**config.mk**
```make
export PLATFORM = sky130hd
export DESIGN_NAME = mips_multicycle_ctrl
export DESIGN_NICKNAME = d
export VERILOG_FILES = /design/src/rtl/mips_multicycle_ctrl.sv
export SDC_FILE = /design/constraint.sdc
export NUM_CORES = 1
export LEC_CHECK = 0
export ABC_AREA = 1
export CELL_PAD_IN_SITES_DETAIL_PLACEMENT = 0
export CELL_PAD_IN_SITES_GLOBAL_PLACEMENT = 1
export CORE_MARGIN = 2
export CORE_UTILIZATION = 35
export CTS_CLUSTER_DIAMETER = 200
export DETAILED_ROUTE_END_ITERATION = 16
export HOLD_SLACK_MARGIN = 0.12
export PLACE_DENSITY_LB_ADDON = 0.1
export SETUP_SLACK_MARGIN = 0.05
export SLEW_MARGIN = 20
export SYNTH_ARGS = -nofsm -noshare
export SYNTH_HDL_FRONTEND = slang
export SYNTH_SLANG_ARGS = --single-unit
```
**constraint.sdc**
```tcl
create_clock -name clk -period 1.75 [get_ports clk]
set_input_delay 0.525 -clock clk [delete_from_list [all_inputs] [get_ports clk]]
set_output_delay 0.525 -clock clk [all_outputs]
set_load 0.02 [all_outputs]
```
**src/rtl/mips_multicycle_ctrl.sv**
```systemverilog
// Multi-cycle MIPS control FSM: sequences fetch/decode/execute/memory/writeback
// over a shared-memory datapath; traps illegal instructions and counts retirements.
// Ports: clk, rst (async active-low); op/func/zero/mem_ready from the datapath
// and memory; datapath enables and mux selects out; illegal (sticky) and retired.
module mips_multicycle_ctrl #(
  parameter int ALUOP_W         = 3,
  parameter int CNT_W           = 16,
  parameter bit TRAP_ON_ILLEGAL = 1'b1
) (
  input  logic               clk,
  input  logic               rst,
  input  logic [5:0]         op,
  input  logic [5:0]         func,
  input  logic               zero,
  input  logic               mem_ready,
  output logic               pc_write,
  output logic               iord,
  output logic               mem_read,
  output logic               mem_write,
  output logic               ir_write,
  output logic               reg_write,
  output logic               alu_src_a,
  output logic [1:0]         alu_src_b,
  output logic [ALUOP_W-1:0] alu_op,
  output logic [1:0]         pc_src,
  output logic [1:0]         reg_dest,
  output logic [1:0]         mem_to_reg,
  output logic               illegal,
  output logic [CNT_W-1:0]   retired
);

  localparam logic [3:0] S_FETCH  = 4'd0;
  localparam logic [3:0] S_DECODE = 4'd1;
  localparam logic [3:0] S_EXEC_R = 4'd2;
  localparam logic [3:0] S_RWB    = 4'd3;
  localparam logic [3:0] S_MEMADR = 4'd4;
  localparam logic [3:0] S_MEMRD  = 4'd5;
  localparam logic [3:0] S_MEMWB  = 4'd6;
  localparam logic [3:0] S_MEMWR  = 4'd7;
  localparam logic [3:0] S_BEQ    = 4'd8;
  localparam logic [3:0] S_EXEC_I = 4'd9;
  localparam logic [3:0] S_IWB    = 4'd10;
  localparam logic [3:0] S_JUMP   = 4'd11;
  localparam logic [3:0] S_JAL    = 4'd12;
  localparam logic [3:0] S_JR     = 4'd13;
  localparam logic [3:0] S_TRAP   = 4'd14;

  localparam logic [2:0] A_ADD = 3'b000;
  localparam logic [2:0] A_SUB = 3'b001;
  localparam logic [2:0] A_AND = 3'b010;
  localparam logic [2:0] A_OR  = 3'b011;
  localparam logic [2:0] A_SLT = 3'b100;

  logic [3:0] state, nxt;
  logic [2:0] r_alu, alu3;
  logic       r_ok, is_jr, bad, retire;

  always_comb begin
    r_ok  = 1'b1;
    r_alu = A_ADD;
    case (func)
      6'b100000: r_alu = A_ADD;
      6'b100010: r_alu = A_SUB;
      6'b100100: r_alu = A_AND;
      6'b100101: r_alu = A_OR;
      6'b101010: r_alu = A_SLT;
      default:   r_ok  = 1'b0;
    endcase
  end

  assign is_jr = (func == 6'b001000);

  always_comb begin
    nxt = state;
    bad = 1'b0;
    case (state)
      S_FETCH:  if (mem_ready) nxt = S_DECODE;
      S_DECODE: begin
        case (op)
          6'b000000: begin
            if (is_jr)     nxt = S_JR;
            else if (r_ok) nxt = S_EXEC_R;
            else           bad = 1'b1;
          end
          6'b100011,
          6'b101011: nxt = S_MEMADR;
          6'b000100: nxt = S_BEQ;
          6'b001000,
          6'b001010: nxt = S_EXEC_I;
          6'b000010: nxt = S_JUMP;
          6'b000011: nxt = S_JAL;
          default:   bad = 1'b1;
        endcase
        if (bad) nxt = TRAP_ON_ILLEGAL ? S_TRAP : S_FETCH;
      end
      S_EXEC_R: nxt = S_RWB;
      S_MEMADR: nxt = (op == 6'b100011) ? S_MEMRD : S_MEMWR;
      S_MEMRD:  if (mem_ready) nxt = S_MEMWB;
      S_MEMWR:  if (mem_ready) nxt = S_FETCH;
      S_EXEC_I: nxt = S_IWB;
      S_TRAP:   nxt = S_TRAP;
      default:  nxt = S_FETCH;
    endcase
  end

  // DECODE only reaches FETCH as an illegal nop, so it never retires.
  assign retire = (nxt == S_FETCH) && (state != S_FETCH)
               && (state != S_DECODE) && (state != S_TRAP);

  always_ff @(posedge clk or negedge rst) begin
    if (!rst) begin
      state   <= S_FETCH;
      retired <= '0;
      illegal <= 1'b0;
    end else begin
      state <= nxt;
      if (retire) retired <= retired + CNT_W'(1);
      if (bad)    illegal <= 1'b1;
    end
  end

  // Outputs are forced low while rst is asserted so an in-flight
  // access is dropped immediately, not at the next edge.
  always_comb begin
    pc_write   = 1'b0;
    iord       = 1'b0;
    mem_read   = 1'b0;
    mem_write  = 1'b0;
    ir_write   = 1'b0;
    reg_write  = 1'b0;
    alu_src_a  = 1'b0;
    alu_src_b  = 2'b00;
    alu3       = A_ADD;
    pc_src     = 2'b00;
    reg_dest   = 2'b00;
    mem_to_reg = 2'b00;
    if (rst) begin
      case (state)
        S_FETCH: begin
          mem_read  = 1'b1;
          alu_src_b = 2'b01;
          ir_write  = mem_ready;
          pc_write  = mem_ready;
        end
        S_DECODE: alu_src_b = 2'b11;
        S_EXEC_R: begin
          alu_src_a = 1'b1;
          alu3      = r_alu;
        end
        S_RWB: begin
          reg_write = 1'b1;
          reg_dest  = 2'b01;
        end
        S_MEMADR: begin
          alu_src_a = 1'b1;
          alu_src_b = 2'b10;
        end
        S_MEMRD: begin
          mem_read = 1'b1;
          iord     = 1'b1;
        end
        S_MEMWB: begin
          reg_write  = 1'b1;
          mem_to_reg = 2'b01;
        end
        S_MEMWR: begin
          mem_write = 1'b1;
          iord      = 1'b1;
        end
        S_BEQ: begin
          alu_src_a = 1'b1;
          alu3      = A_SUB;
          pc_src    = 2'b01;
          pc_write  = zero;
        end
        S_EXEC_I: begin
          alu_src_a = 1'b1;
          alu_src_b = 2'b10;
          alu3      = (op == 6'b001010) ? A_SLT : A_ADD;
        end
        S_IWB: reg_write = 1'b1;
        S_JUMP: begin
          pc_write = 1'b1;
          pc_src   = 2'b10;
        end
        S_JAL: begin
          pc_write   = 1'b1;
          pc_src     = 2'b10;
          reg_write  = 1'b1;
          reg_dest   = 2'b10;
          mem_to_reg = 2'b10;
        end
        S_JR: begin
          pc_write = 1'b1;
          pc_src   = 2'b11;
        end
        default: ;
      endcase
    end
  end

  assign alu_op = ALUOP_W'(alu3);

endmodule
```
# [Yosys cells after proc, flatten, opt, wreduce, memory -nomap -nowiden]
# Index checks and enable logic that the tools add are counted.
[totals] reg_bits=21 inputBits=16 out_inout_bits=35
[classes] addsub=1 n_eq_ne=29 mux=41 reduce_logical=18
[op_table] operator="6-bit == test (second input constant)" count=7
[op_table] operator="4-bit one-hot mux with 8 select lines" count=1
[op_table] operator="4-bit == test (second input constant)" count=7
[op_table] operator="4-bit 2-to-1 mux" count=6
[op_table] operator="4-bit one-hot mux with 6 select lines" count=1
[op_table] operator="6-bit by 4-bit == test with 1-bit output (second input constant)" count=3
[op_table] operator="1-bit 2-to-1 mux" count=18
[op_table] operator="16-bit by 1-bit adder with 16-bit output (second input constant)" count=1
[op_table] operator="4-bit by 3-bit == test with 1-bit output (second input constant)" count=4
[op_table] operator="6-bit by 2-bit == test with 1-bit output (second input constant)" count=2
[op_table] operator="2-bit one-hot mux with 3 select lines" count=2
[op_table] operator="3-bit one-hot mux with 4 select lines" count=1
[op_table] operator="2-bit OR reduction" count=6
[op_table] operator="2-bit 2-to-1 mux" count=5
[op_table] operator="3-bit one-hot mux with 3 select lines" count=1
[op_table] operator="4-bit by 2-bit == test with 1-bit output (second input constant)" count=2
[op_table] operator="4-bit zero test" count=2
[op_table] operator="2-bit one-hot mux with 2 select lines" count=2
[op_table] operator="4-bit OR reduction" count=2
[op_table] operator="7-bit OR reduction" count=1
[op_table] operator="6-bit by 3-bit == test with 1-bit output (second input constant)" count=1
[op_table] operator="6-bit zero test" count=1
[op_table] operator="3-bit 2-to-1 mux" count=2
[op_table] operator="5-bit OR reduction" count=1
[op_table] operator="other kinds (8)" count=10

# [Logic depth before layout (Yosys ltp)]
# Gate-level depths: netlist of run 1.
[logic_depth] ltp_word=13 depth_mapped=13 ltp_nobuf=12

# [Worst setup path after synthesis of run 1]
# No wires, ideal clock.
[synth_timing] kind="input -> output" start="in rst" end="out reg_write" arrival_time_ns=1.636 t_required_ns=1.225 path_slack_ns=-0.411 stages=4 n_path_buf=0 cell_sequence="inv_1 > nor4_1 > nor2_1 > o41ai_1"
[synth_via] elab_chain_len=1
[synth_lines] element="start: declaration" line_no="11" source="input logic rst,"
[synth_lines] element="1-bit 2-to-1 mux" line_no="137" source="if (rst) begin"
[synth_lines] element="end: declaration" line_no="21" source="output logic reg_write,"
# Every way passes these cells.

# [Worst setup path after layout of run 1]
[layout_timing] start="reg state[3]" end="out reg_write"
[layout_via] elab_chain_len=4 elab_cells_between_ends=7 cone_classes="eq/ne: 4; mux: 2; reduce/logical: 1"
[layout_lines] element="start: declaration" line_no="54" source="logic [3:0] state, nxt;"
[layout_lines] element="start signal: assignment" line_no="116" source="state <= nxt;"
[layout_lines] element="4-bit == test (tied with other cells)" line_no="138" source="case (state)"
[layout_lines] element="4-bit OR reduction (no source line) *"
[layout_lines] element="1-bit 2-to-1 mux *" line_no="138"
[layout_lines] element="1-bit 2-to-1 mux *" line_no="137"
# Every way passes the cells marked *; elsewhere a longest branch is shown, timed or not.

==> impl_metrics.json, run 1 <==
{
  "run_status": "finished with violations",
  "failed_checks": "negative setup slack",
  "synthToLayoutAreaGrowth_pct": 80.09,
  "layout.area.seq_um2": 530.5,
  "io_buffer_count": 50,
  "vias": 2385,
  "gpl_wtd_cong": 0.8719,
  "first_global_vias": 2237,
  "die_area_um2": 6348,
  "post_cts_hold_buffers": 0,
  "share_of_synthesized_flip_flops_with_an_asynchronous_set_or_reset": 1.000,
  "boundary_pin_count": 51,
  "dp_cells": 474,
  "postSynthRegisterBits": 21,
  "worst-setup-path-type": "reg -> out",
  "detail-route-antenna-nets": 0,
  "cts.htree.levels": 1,
  "fin_nets": 440,
  "hold_path_class": "reg -> reg",
  "worstSetupStartpoint": "state[3]",
  "grt_start_max_net_pins": 22,
  "final_min_period_over_clock_period": 1.203,
  "worstPathMaxFanout": 3,
  "rows": 27,
  "skew_ns": 0.004017,
  "die-width_um": 79.68,
  "power_leakage_uw": 0.001826,
  "floorplan.initialDensity": 0.3640,
  "slew_violations": 0,
  "end_kind": "primary output",
  "hold_viol_final": 0,
  "die_y_um": 79.68,
  "clk_tree_root_cell": "sky130_fd_sc_hd__clkbuf_8",
  "timing_worst_slew_pin_value_ns": 0.3537,
  "power_per_cell_area_nw_per_um2": 1297,
  "clock_tree_from_tritoncts": "yes",
  "avgRoutedWirePerCell_um": 12.66,
  "cp-start-kind": "flop",
  "gr-total-overflow": 0,
  "detail_route.vias_per_cell": 4.828,
  "finalCriticalPeriod_ns": 2.104,
  "sequential_to_total_area_share_from_yosys_stat": 0.2622,
  "rsz0062_at_grt": "true",
  "synthesis.nets": 306,
  "syn_area_per_cell_um2": 6.936,
  "dpl.hpwl_um": 4487,
  "synth_cell_types": 34,
  "worstPathArrival_ns": 1.58,
  "multiInputGateArea_um2": 1544,
  "fmax_mhz": 475.2,
  "power.ir.vdd_worst_v": 0.001162,
  "report.power.total_uw": 4680,
  "layout_common_cells": "sky130_fd_sc_hd__buf_4 (75), sky130_fd_sc_hd__nand2_1 (41), sky130_fd_sc_hd__inv_1 (32)",
  "layout_commonest_cell": "sky130_fd_sc_hd__buf_4",
  "insertedDiodeCount": 0,
  "yosysWarnings": 0,
  "post_synth_instance_area_um2": 2004,
  "drtPass1Iterations": 4,
  "regToRegStartpoint": "state[3]",
  "hold_start": "illegal",
  "drc_violation_count_after_routing": 0,
  "grt_pass1_wl_um": 10180,
  "wirelength_um": 6256,
  "fillerInstances": 497,
  "final_cells": 494,
  "post-place-ws_ns": -1.026,
  "syn_inst": 289,
  "first_iter_violations": 136,
  "final.setup.worst_slack_ns": -0.3545,
  "core_area_um2": 5507,
  "max_cap_viols": 0,
  "post_route_cells_drive_above_1_share": 0.5047,
  "worstPathRequired_ns": 1.22,
  "cts_buffers": 3,
  "groute.usage.overall": 0.2019,
  "antenna_violations_before_repair": 0,
  "setup_viol_count_final": 34,
  "clock_tree.buffer_depth": 2,
  "tns_ns": -6.825,
  "synth_top_flop_cell": "sky130_fd_sc_hd__dfrtp_1",
  "clock-sinks": 21,
  "synth-edff-count": 0,
  "worst_skew_pair.late_latency_ns": 0.26,
  "max-slew-margin-rel": 0.7624,
  "path_clk_slew_ns": 0.08
}
state kept, by name, summed over array words and instances, names as in the netlist:
name / flops
retired: 16
state: 4
illegal: 1
routing by layer:
| layer | routed length, um | global-route usage | vias to the layer above |
|---|---|---|---|
| li1 | - | - | 1203 |
| met1 | 2739 | 0.2782 | 1122 |
| met2 | 3164 | 0.3471 | 58 |
| met3 | 343 | 0.03054 | 2 |
| met4 | 8 | 0.01552 | 0 |
| met5 | 0 | 0 | - |
report_power, final:
group | leakage [uW] | internal (uW) | switching [uW]
logic | 0.00153 | 1660 | 1960
clock network | 0.0000255 | 159 | 165
registers | 0.000273 | 588 | 154
per-stage QoR:
step	utilization	area (um^2)	hold WS, ns
4_1_cts	0.6314	3477	0.4833
2_1_floorplan	-	2100	0.2294
3_3_place_gp	0.5746	3164	0.4787
3_5_place_dp	0.5746	3164	0.4652
5_1_grt	0.6555	3610	0.5010
6_report	0.6555	3610	0.4768
worst max-delay path, cell delays in order, from the launching register on:
cell and delay [ns]:
sky130_fd_sc_hd__dfrtp_2 0.46, sky130_fd_sc_hd__buf_6 0.13, sky130_fd_sc_hd__buf_6 0.10, sky130_fd_sc_hd__nor4_4 0.26, sky130_fd_sc_hd__nor2_1 0.09, sky130_fd_sc_hd__o41ai_2 0.06
sky130_fd_sc_hd__buf_2 0.22
what timing repair did:
item                                    in CTS  in global routing
gates cloned                                 2                  0
gates resized for setup                    196                 48
pin swaps                                   31                 50
setup buffers                               13                  3
endpoints found under the setup margin      56                 38
worst paths after layout:
path | end | slack [ns] | cells past startpoint
worst max register to register | retired[12] | -0.20 | 13
worst min-delay path | illegal | 0.48 | 1
min in group asynchronous | retired[10] | 0.54 | 3
worst min register to register | illegal | 0.48 | 1
max in group asynchronous | state[3] | 0.98 | 3
worst max-delay path | reg_write | -0.35 | 6
cell usage after synthesis, types with 4 or more instances:
cell type                   n  share of area
sky130_fd_sc_hd__a21oi_1    5          0.012
sky130_fd_sc_hd__nand3_1   34          0.085
sky130_fd_sc_hd__xor2_1    14          0.061
sky130_fd_sc_hd__nor3_1    10          0.025
sky130_fd_sc_hd__nor2_4     5          0.028
sky130_fd_sc_hd__nand4_1    8          0.025
sky130_fd_sc_hd__nand2_1   45          0.084
sky130_fd_sc_hd__o21bai_1  16          0.060
sky130_fd_sc_hd__dfrtp_1   21           0.26
sky130_fd_sc_hd__inv_2      7          0.013
sky130_fd_sc_hd__inv_1     40          0.075
sky130_fd_sc_hd__nor2_1    34          0.064
sky130_fd_sc_hd__nor2_2     8          0.025
sky130_fd_sc_hd__o21ai_0    4          0.010
sky130_fd_sc_hd__nand2_2    8          0.025
layout make-up:
| type | count | share of cell area |
|---|---|---|
| multi-input cells | 211 | 0.4277 |
| inverters | 49 | 0.05719 |
| repair buffers | 136 | 0.3258 |
| clock buffers | 3 | 0.01144 |
| well taps | 72 | 0.02496 |
| repair inverters | 1 | 0.004506 |
| flip-flops and latches | 21 | 0.1470 |
| clock inverters | 1 | 0.001386 |
cell families (layout without fill, tap and decap cells):
logic type | count (synthesis) | after routing | share of synthesized area
buffers and inverters | 57 | 190 | 0.1355
AND/OR/NAND/NOR | 163 | 163 | 0.4170
adder cells (fa/ha/maj) | 1 | 1 | 0.006241
flip-flops | 21 | 21 | 0.2622
XOR/XNOR | 14 | 14 | 0.06117
AO/OA/AOI/OAI | 33 | 33 | 0.1180
Power figures use the tool's default switching activity.
==> run 2, diff against run 1 <==
Settings changed: CTS_CLUSTER_SIZE from default to 28.
==> results of run 2 <==
Final layout, timing and power as in run 1 (identical DEF).
==> run 3, diff against run 2 <==
Settings changed: SLEW_MARGIN 20 to default.
Clock period 1.75 ns to 2.42 ns, I/O delays scaled along.
==> impl_metrics.json, run 3 (synthesis gave the netlist of run 1 again) <==
{
  "run_status": "finished clean",
  "reg.largest.list": "retired x16, state x4, illegal x1",
  "end_kind": "primary output",
  "utilization": 0.5699,
  "power_leakage_uw": 0.001603,
  "cp_cell_sequence": "clkdlybuf4s15_2, inv_2, nor4_4, nor2_2, o41ai_2, buf_2",
  "crit_slowest_cell": "sky130_fd_sc_hd__nor4_4",
  "first_global_vias": 2074,
  "clock-sinks": 21,
  "groute.usage.overall": 0.1892,
  "core_area_um2": 5507,
  "final.setup.worst_slack_ns": 0.05417,
  "hold_viol_final": 0,
  "slew_violations": 0,
  "die-width_um": 79.68,
  "worst_skew_pair.late_latency_ns": 0.26,
  "skew_ns": 0.002519,
  "power_frac_comb": 0.730,
  "rr_worst_depth": 12,
  "internal-power_uw": 1426,
  "timing.critical_path.buf_inv": 3,
  "worstPathArrival_ns": 1.64,
  "clock_tree_from_tritoncts": "yes",
  "clock_tree.buffer_depth": 2,
  "worst-setup-path-type": "in -> out",
  "max_stage_delay_ns": 0.28,
  "sequentialPowerShare": 0.187,
  "die_area_um2": 6348,
  "gpl_wtd_cong": 0.8025,
  "layout_commonest_cell": "sky130_fd_sc_hd__buf_4",
  "setup_viol_count_final": 0,
  "final_min_period_over_clock_period": 0.9776,
  "rows": 27,
  "die_y_um": 79.68,
  "min_delay_path_depth": 1,
  "drtPass1Iterations": 4,
  "io_buffer_count": 50,
  "wirelength_um": 5799,
  "fin_nets": 418,
  "max-slew-margin-rel": 0.7606,
  "switchingPower_uw": 1372,
  "rsz0062_at_grt": "true",
  "hold_path_class": "reg -> reg",
  "clkPwrFrac": 0.083,
  "grt_start_max_net_pins": 22,
  "power.ir.vdd_worst_v": 0.0007054,
  "boundary_pin_count": 51,
  "grt_pass1_wl_um": 9611,
  "avgRoutedWirePerCell_um": 12.29,
  "drc_violation_count_after_routing": 0,
  "floorplan.initialDensity": 0.3640,
  "insertedDiodeCount": 0,
  "cts_buffers": 3,
  "antenna_violations_before_repair": 0,
  "cp-start-kind": "primary input",
  "post-place-ws_ns": -0.7627,
  "timing_worst_slew_pin_value_ns": 0.3564,
  "cp_top_family": "buffers and inverters",
  "worstPathMaxFanout": 5,
  "cts.htree.levels": 1,
  "vias": 2224,
  "path_clk_slew_ns": 0.08,
  "layout_common_cells": "sky130_fd_sc_hd__buf_4 (63), sky130_fd_sc_hd__nand2_1 (42), sky130_fd_sc_hd__inv_1 (35)",
  "max_cap_viols": 0,
  "tns_ns": 0,
  "detail-route-antenna-nets": 0,
  "post_cts_hold_buffers": 0,
  "switching_share": 0.4903,
  "dpl.hpwl_um": 4358,
  "gr-total-overflow": 0,
  "clk_tree_root_cell": "sky130_fd_sc_hd__clkbuf_8",
  "post_route_cells_drive_above_1_share": 0.3950,
  "power_per_cell_area_nw_per_um2": 891.8,
  "worstSetupPathDepth": 6,
  "first_iter_violations": 72,
  "finalCriticalPeriod_ns": 2.366,
  "largest_register_ff_count": 16,
  "top_reg_by_flops": "retired",
  "fillerInstances": 555,
  "fmax_mhz": 422.7,
  "worstPathRequired_ns": 1.69,
  "detail_route.vias_per_cell": 4.712,
  "synthToLayoutAreaGrowth_pct": 56.55
}
==> run 3: final timing paths <==
check | start | endpoint | slack, ns
setup / recovery | rst | reg_write | 0.05
hold / removal | illegal | illegal | 0.49
setup reg to reg | state[3] | retired[7] | 0.65
hold reg to reg | illegal | illegal | 0.49
max in group asynchronous | rst | state[3] | 1.49
min in group asynchronous | rst | state[0] | 0.69
==> run 3: routing by layer <==
metal  routed length (um)  vias up  global-route usage
met4                   40        0             0.02586
li1                     -     1156                   -
met5                    0        -                   0
met3                  199        6             0.02602
met1                 2861     1023              0.2689
met2                 2698       39              0.3118
==> run 3: power by group through the flow <==
| stage | clock [uW] | sequential [uW] | combinational (uW) |
|---|---|---|---|
| global route | 260 | 534 | 2210 |
| finish | 233 | 523 | 2040 |
| floorplan | 0 | 527 | 1140 |
| CTS | 243 | 518 | 1800 |
| global placement | 0 | 521 | 1790 |
| detailed placement | 0 | 519 | 1810 |
==> run 3: repair_timing <==
action	4_1_cts	5_1_grt
endpoints found under the setup margin	34	34
cloned	0	1
pin swaps	14	21
buffers inserted	7	3
endpoints found under the hold margin	0	0
gates resized for setup	90	42
==> run 3: worst reg2reg max path, stage by stage, from the launching register on <==
cell	delay [ns]
sky130_fd_sc_hd__dfrtp_2	0.44
sky130_fd_sc_hd__inv_2	0.07
sky130_fd_sc_hd__nor2_2	0.04
sky130_fd_sc_hd__nand2_2	0.11
sky130_fd_sc_hd__nor2_4	0.05
sky130_fd_sc_hd__buf_4	0.15
sky130_fd_sc_hd__nor2_4	0.09
sky130_fd_sc_hd__nand2_2	0.07
sky130_fd_sc_hd__nor2_4	0.14
sky130_fd_sc_hd__nand3_4	0.10
sky130_fd_sc_hd__buf_4	0.19
sky130_fd_sc_hd__o21bai_1	0.15
sky130_fd_sc_hd__nand2_1	0.06
==> run 3: through the flow <==
step	hold WS, ns	power (uW)	area [um^2]	cells
floorplan	0.4304	1668	2023	289
global placement	0.4745	2313	2969	457
detailed placement	0.4681	2326	2969	457
CTS	0.4947	2558	3050	468
global route	0.5187	3008	3138	472
finish	0.4860	2799	3138	472
==> run 3: final cells by class <==
cell class | instances | area (um^2) | share of cell area
Multi-Input combinational cell | 211 | 1328 | 0.4230
Timing Repair Buffer | 115 | 945.9 | 0.3014
Sequential cell | 21 | 530.5 | 0.1691
Inverter | 49 | 198.9 | 0.06340
Tap cell | 72 | 90.09 | 0.02871
Clock buffer | 4 | 45.04 | 0.01435
